`src/rtl/pw_out_serializer.sv`:
```
// ---------------------------------------------------------------------------
// pw_out_serializer
//
// Output stage of the 1x1 pointwise convolution engine. Each pixel arrives as
// one saturated COUT-channel int8 vector. ReLU can be applied when the vector
// is captured. The vector is then sent out as LANES-channel AXI-Stream beats.
// The block counts pixels within a frame so that it can mark the first beat of
// a frame (tuser), mark the last beat of a frame (tlast), and pulse frame_done
// once that last beat has been accepted.
//
// Ports:
//   clk            clock
//   reset          synchronous, active-high reset
//   s_valid        input vector valid
//   s_ready        input vector accepted when s_valid && s_ready
//   s_vec          COUT*DATA_W packed vector, channel c at [c*DATA_W +: DATA_W]
//   m_axis_tvalid  output beat valid
//   m_axis_tready  downstream ready
//   m_axis_tdata   LANES*DATA_W beat, lane l carries channel beat*LANES+l
//   m_axis_tuser   first beat of first pixel of a frame
//   m_axis_tlast   last beat of last pixel of a frame
//   frame_done     one-cycle pulse after the frame's tlast beat is accepted
// ---------------------------------------------------------------------------
module pw_out_serializer #(
   parameter int DATA_W        = 8,
   parameter int COUT          = 64,
   parameter int LANES         = 8,
   parameter int RELU_EN       = 1,
   parameter int PIX_PER_FRAME = 196
) (
   input  logic                      clk,
   input  logic                      reset,
   input  logic                      s_valid,
   output logic                      s_ready,
   input  logic [COUT*DATA_W-1:0]    s_vec,
   output logic                      m_axis_tvalid,
   input  logic                      m_axis_tready,
   output logic [LANES*DATA_W-1:0]   m_axis_tdata,
   output logic                      m_axis_tuser,
   output logic                      m_axis_tlast,
   output logic                      frame_done
);

   localparam int NUM_BEATS = (COUT + LANES - 1) / LANES;
   localparam int BEAT_W    = (NUM_BEATS > 1) ? $clog2(NUM_BEATS) : 1;
   localparam int PIX_W     = (PIX_PER_FRAME > 1) ? $clog2(PIX_PER_FRAME) : 1;
   localparam int BEAT_BITS = LANES * DATA_W;
   localparam int BUF_BITS  = NUM_BEATS * BEAT_BITS;

   localparam logic [BEAT_W-1:0] LAST_BEAT = BEAT_W'(NUM_BEATS - 1);
   localparam logic [PIX_W-1:0]  LAST_PIX  = PIX_W'(PIX_PER_FRAME - 1);

   typedef enum logic [0:0] {
      IDLE,
      STREAM
   } stateT;

   stateT               r_state;
   stateT               w_nextState;
   logic [BEAT_W-1:0]   r_beatCnt;
   logic [PIX_W-1:0]    r_pixCnt;
   logic [BUF_BITS-1:0] r_buf;
   logic                r_frameDone;

   logic [BUF_BITS-1:0] w_capVec;
   logic                w_lastBeat;
   logic                w_beatAccept;
   logic                w_pixDone;
   logic                w_capture;

   assign w_lastBeat   = (r_beatCnt == LAST_BEAT);
   assign w_beatAccept = (r_state == STREAM) && m_axis_tready;
   assign w_pixDone    = w_beatAccept && w_lastBeat;
   assign w_capture    = s_valid && s_ready;

   // Build the image that gets written into the buffer. ReLU is applied here
   // so the buffer already holds final values. The buffer is sized to a whole
   // number of beats, so channels past COUT stay zero and act as the padding
   // lanes of the final beat.
   always_comb begin
      w_capVec = '0;
      for (int c = 0; c < COUT; c++) begin
         if ((RELU_EN != 0) && s_vec[c*DATA_W + DATA_W - 1]) begin
            w_capVec[c*DATA_W +: DATA_W] = '0;
         end else begin
            w_capVec[c*DATA_W +: DATA_W] = s_vec[c*DATA_W +: DATA_W];
         end
      end
   end

   // Next-state and handshake decode. While streaming, s_ready is taken
   // straight from tready on the final beat. This lets a new vector be
   // captured in the same cycle the last beat leaves, so back-to-back pixels
   // have no bubble. s_ready stays low until then, so the buffer cannot be
   // overwritten while an earlier beat is still waiting.
   always_comb begin
      w_nextState   = r_state;
      s_ready       = 1'b0;
      m_axis_tvalid = 1'b0;
      case (r_state)
         IDLE: begin
            s_ready = 1'b1;
            if (s_valid) begin
               w_nextState = STREAM;
            end
         end
         STREAM: begin
            m_axis_tvalid = 1'b1;
            s_ready       = w_lastBeat && m_axis_tready;
            if (w_pixDone && !s_valid) begin
               w_nextState = IDLE;
            end
         end
         default: begin
            w_nextState = IDLE;
         end
      endcase
   end

   // State register
   always_ff @(posedge clk) begin
      if (reset) begin
         r_state <= IDLE;
      end else begin
         r_state <= w_nextState;
      end
   end

   // Capture buffer and beat counter. Capturing a vector always restarts the
   // beat count. Otherwise the count advances on every accepted beat except
   // the final one, and the final beat is cleared by the next capture.
   always_ff @(posedge clk) begin
      if (reset) begin
         r_buf     <= '0;
         r_beatCnt <= '0;
      end else if (w_capture) begin
         r_buf     <= w_capVec;
         r_beatCnt <= '0;
      end else if (w_beatAccept && !w_lastBeat) begin
         r_beatCnt <= r_beatCnt + BEAT_W'(1);
      end
   end

   // Pixel-in-frame counter and frame_done pulse. The pulse is registered,
   // so it appears on the cycle after the tlast beat is accepted.
   always_ff @(posedge clk) begin
      if (reset) begin
         r_pixCnt    <= '0;
         r_frameDone <= 1'b0;
      end else begin
         r_frameDone <= w_pixDone && (r_pixCnt == LAST_PIX);
         if (w_pixDone) begin
            r_pixCnt <= (r_pixCnt == LAST_PIX) ? '0 : r_pixCnt + PIX_W'(1);
         end
      end
   end

   // Pick the buffer slice for the current beat. Outside STREAM the data bus
   // is held at zero.
   always_comb begin
      m_axis_tdata = '0;
      if (r_state == STREAM) begin
         for (int b = 0; b < NUM_BEATS; b++) begin
            if (r_beatCnt == BEAT_W'(b)) begin
               m_axis_tdata = r_buf[b*BEAT_BITS +: BEAT_BITS];
            end
         end
      end
   end

   assign m_axis_tuser = (r_state == STREAM) && (r_beatCnt == '0) && (r_pixCnt == '0);
   assign m_axis_tlast = (r_state == STREAM) && w_lastBeat && (r_pixCnt == LAST_PIX);
   assign frame_done   = r_frameDone;

endmodule

```
`config.mk`:
```
export PLATFORM = sky130hd
export DESIGN_NAME = pw_out_serializer
export DESIGN_NICKNAME = d
export VERILOG_FILES = /design/src/rtl/pw_out_serializer.sv
export SDC_FILE = /design/constraint.sdc
export NUM_CORES = 1
export LEC_CHECK = 0
export ABC_AREA = 0
export CORE_MARGIN = 8
export CORE_UTILIZATION = 25
export DETAILED_ROUTE_END_ITERATION = 16
export PLACE_DENSITY = 0.49
export SYNTH_ARGS = -nofsm -noshare
export SYNTH_HDL_FRONTEND = slang
export SYNTH_SLANG_ARGS = --single-unit
```
`constraint.sdc`:
```
create_clock -name clk -period 6 [get_ports clk]
set_clock_uncertainty 0.1 [all_clocks]
set_input_delay 0.6 -clock clk [delete_from_list [all_inputs] [get_ports clk]]
set_output_delay 0.6 -clock clk [all_outputs]
set_load 0.01 [all_outputs]
```
[Word level (Yosys, flattened, before mapping)]
Index checks and enable logic that the tools add are counted.
Operators by class
  $add $sub $neg: 2
  equality and inequality tests: 8
  mux-type cells: 79
  bitwise operators: 1
  reductions and logical operators: 16
Operators with widths (number)
  64-bit two-way mux: 9
  7-bit two-way mux: 64
  3-bit == test (second input constant): 4
  1-bit logical AND: 11
  8-bit by 1-bit adder with 8-bit output (second input constant): 1
  8-bit == test (second input constant): 1
  8-bit logical NOT: 1
  8-bit two-way mux: 1
  3-bit by 2-bit == test with 1-bit output (second input constant): 2
  1-bit one-hot mux with 2 select lines: 2
  3-bit by 1-bit adder with 3-bit output (second input constant): 1
  3-bit by 1-bit == test with 1-bit output (second input constant): 1
  3-bit logical NOT: 1
  1-bit two-way mux: 3
  1-bit logical NOT: 2
  2-bit OR reduction: 1
  1-bit NOT: 1
Word-level totals
  register bits: 525
  output and inout port bits: 69
  word-level logic and storage cells: 111

[Depth between registers and ports, before layout]
  word-level depth: 10
  depth in mapped cells: 10

[Worst setup path after synthesis]
OpenSTA, ideal clock, no wires.
  path type: reg-to-output
  from: register r_beatCnt[2]
  to: output m_axis_tdata[0]
  data arrival time: 2.268 ns
  required time: 5.300 ns
  setup slack: 3.032 ns
  cell stages (with the launch flop): 11
  cell sequence: dfxtp_1 -> buf_2 -> buf_2 -> buf_2 -> inv_1 -> ha_1 -> or2_1 -> buf_2 -> buf_2 -> a221o_1 -> a311oi_1
Between the ends
  longest elaborated chain between the ends: 10
  elaborated cells between the ends (all ways): 17
RTL lines
  start: declaration: line 60  | logic [BEAT_W-1:0] r_beatCnt;
  start signal: assignment: line 140  | r_beatCnt <= r_beatCnt + BEAT_W'(1);
  3-bit logical NOT: line 164  | if (r_beatCnt == BEAT_W'(b)) begin
  64-bit two-way mux (7 in series): line 164
  64-bit two-way mux *: line 164
  64-bit two-way mux *: line 162  | if (r_state == STREAM) begin
  end: declaration: line 38  | output logic [LANES*DATA_W-1:0] m_axis_tdata,
Every way passes the cells marked *; elsewhere a longest branch is shown, timed or not.

[Worst setup path after layout]
  from: register r_beatCnt[2]
  to: output m_axis_tdata[40]
The elaborated chain is that of the path after synthesis.

==> flow_summary.json <==
{
  "status": "completed",
  "fin_nets": 2846,
  "hold_viol_final": 0,
  "arrival_ps": 4400,
  "clk_pin_slew_worst_paths_ps": 60,
  "worst-path-max-fanout": 62,
  "syn_area_um2": 19400,
  "coreArea_um2": 77200,
  "drc": 0,
  "die_h_um": 295,
  "viasPerCell": 5.27,
  "syn2layout_area_growth_pct": 43.2,
  "port-buffer-count": 576,
  "rsz0062_at_grt": "no",
  "grt_remaining_overflow": 0,
  "grt_usage": 0.202,
  "cp-start-kind": "flop",
  "ys_top_cells_by_area": "dfxtp_1 48%, a22o_1 20%, nor3_2 3.1%",
  "synth_top_area_cell": "dfxtp_1",
  "cts_resized": 0,
  "cts_sinks": 461,
  "avgSynthCellArea_um2": 10.5,
  "p_switching_mw": 1.81,
  "fin_crit_sh": 0.850,
  "grt_max_degree": 163,
  "cts_max_level": 2,
  "routedWlPerCell_um": 27.1,
  "ff2ff_setup_slack_ps": 2430,
  "ir_drop_mv": 0.190,
  "numCtsBuffers": 54,
  "first_iter_violations": 1409,
  "initial_core_util": 0.251,
  "internal_power_mw": 5.69,
  "fill_cells": 7690,
  "synth_cells": 1844,
  "die_area_um2": 86800,
  "netlist.area_leader.share": 0.476,
  "timing.setup.tns_ps": 0,
  "layout.cells.most_common_list": "576 x clkdlybuf4s50_1, 459 x dfxtp_1, 448 x a22o_1",
  "swShare": 0.242,
  "rows": 102,
  "fin_cells": 3421,
  "leakage_nw": 10.1,
  "num_io_pins": 585,
  "ys_types": 43,
  "cts_tree": "yes",
  "setup_viol": 0,
  "multi_input_area_um2": 9180,
  "cts_setup_buffers": 0,
  "max_freq_ghz": 0.196,
  "grt_pass1_wl_mm": 131,
  "dr.pass1.iters": 6,
  "layout_commonest_cell": "clkdlybuf4s50_1",
  "clkPwrFrac": 0.451,
  "worstSetupPathType": "reg2out",
  "drive_gt1_frac": 0.0742,
  "routed_wl_mm": 92.6,
  "hpwlAfterDp_mm": 67.9,
  "required_ps": 5300,
  "ys_seq_area_frac": 0.476,
  "final_antenna_net_count": 0,
  "min_path_type": "reg2reg",
  "vias": 18000,
  "regArea_um2": 9230,
  "ctsRootBufferMaster": "clkbuf_16",
  "power_density_nw_per_um2": 270,
  "yosysWarnings": 0,
  "critPathCaptureType": "primary output",
  "antenna_found_initial": 39,
  "pwr-share-comb": 0.115,
  "relSlewSlack": 0.170,
  "fin_crit_ps": 5100,
  "clk_path_buf_depth": 3,
  "ys_ff_latch": 461,
  "dp_cells": 3306,
  "worst-slew-pin-transition_ps": 1240,
  "place.gp.congestion": 0.898,
  "pwr-share-seq": 0.434,
  "dieWidth_um": 295,
  "slew_violations": 0,
  "clkLatencyLatePin_ps": 600,
  "drv_cap": 0,
  "grt_pass1_vias": 18600,
  "cts_hold_buf": 0
}
## synth_stat cells
cell type / n
a21boi_0: 56
a21boi_2: 1
a21o_1: 1
a21oi_1: 63
a21oi_4: 1
a221o_1: 56
a22o_1: 448
a311oi_1: 56
and2_1: 1
and3_1: 1
buf_1: 8
buf_2: 94
buf_4: 16
clkbuf_1: 62
conb_1: 1
dfxtp_1: 461
ha_1: 8
inv_1: 63
inv_2: 1
mux2i_1: 2
nand2_1: 5
nand2b_1: 1
nand3_1: 60
nand3b_1: 57
nand4_1: 4
nand4b_1: 1
nor2_1: 6
nor2b_1: 57
nor3_1: 5
nor3_2: 60
nor3b_1: 56
nor4_1: 2
o211ai_1: 2
o21a_1: 1
o21ai_0: 60
o311a_1: 56
o31ai_1: 1
o31ai_4: 1
or2_1: 1
or3_1: 4
or4_1: 2
xnor2_1: 1
xor2_1: 1
## cell type report
cell class,instances,share of cell area
well taps,1040,0.0468
inverters,64,0.00865
clock inverters,13,0.00739
clock buffers,81,0.0574
diodes,21,0.00189
flip-flops and latches,461,0.332
multi-input cells,1146,0.331
repair buffers,595,0.215
## through the flow
stage	util	area, um^2	power [mW]	hold slack [ps]	setup WS (ps)
after floorplan	-	19400	3.64	342	3030
after global placement	0.336	25900	4.18	356	1470
after CTS	0.359	27700	7.60	376	768
after global routing	0.359	27700	7.77	389	777
final	0.360	27800	7.50	374	898
after detailed placement	0.336	25900	4.18	358	1460
## registers in the layout, indices dropped and copies added, names as in the netlist
signal	cells
frame_done	1
r_beatCnt	3
r_buf	448
r_pixCnt	8
r_state	1
## critical path: stages, from the launching register on
cell             delay [ps]
dfxtp_4                 890
ha_1                    610
nor2b_4                 290
buf_4                   360
o311a_1                 190
a311oi_1                660
clkdlybuf4s50_1         690
## worst paths after layout
kind,from,endpoint,cells past startpoint
worst min register to register,r_buf[480],r_buf[480],1
worst min-delay path,r_buf[480],r_buf[480],1
worst max-delay path,r_beatCnt[2],m_axis_tdata[40],6
worst max register to register,r_beatCnt[2],r_buf[427],5
## metal layers
layer | track usage | routed length (um) | vias up | share of wire
met2 | 0.340 | 44400 | 796 | 0.48
met3 | 0.0569 | 7580 | 186 | 0.082
li1 | - | - | 8235 | -
met1 | 0.246 | 37400 | 8768 | 0.40
met4 | 0.0676 | 3090 | 34 | 0.033
met5 | 0 | 213 | - | 0.0023
## power groups by stage
stage / combinational, mW / clock (mW) / sequential [mW]
finish: 0.864 / 3.38 / 3.26
global route: 0.916 / 3.58 / 3.27
CTS: 0.872 / 3.48 / 3.25
detailed placement: 0.866 / 0 / 3.32
global placement: 0.865 / 0 / 3.32
floorplan: 0.350 / 0 / 3.29
## kinds of logic after synthesis
kind of cell / synth area share
multiplexers: 0.00103
buffers and inverters: 0.0564
AND/OR/NAND/NOR: 0.118
flip-flops: 0.476
AO/OA/AOI/OAI: 0.343
adder cells (fa/ha/maj): 0.00516
XOR/XNOR: 0.000903
other: 0.000193
No activity file was read; power rests on OpenSTA's default activity.
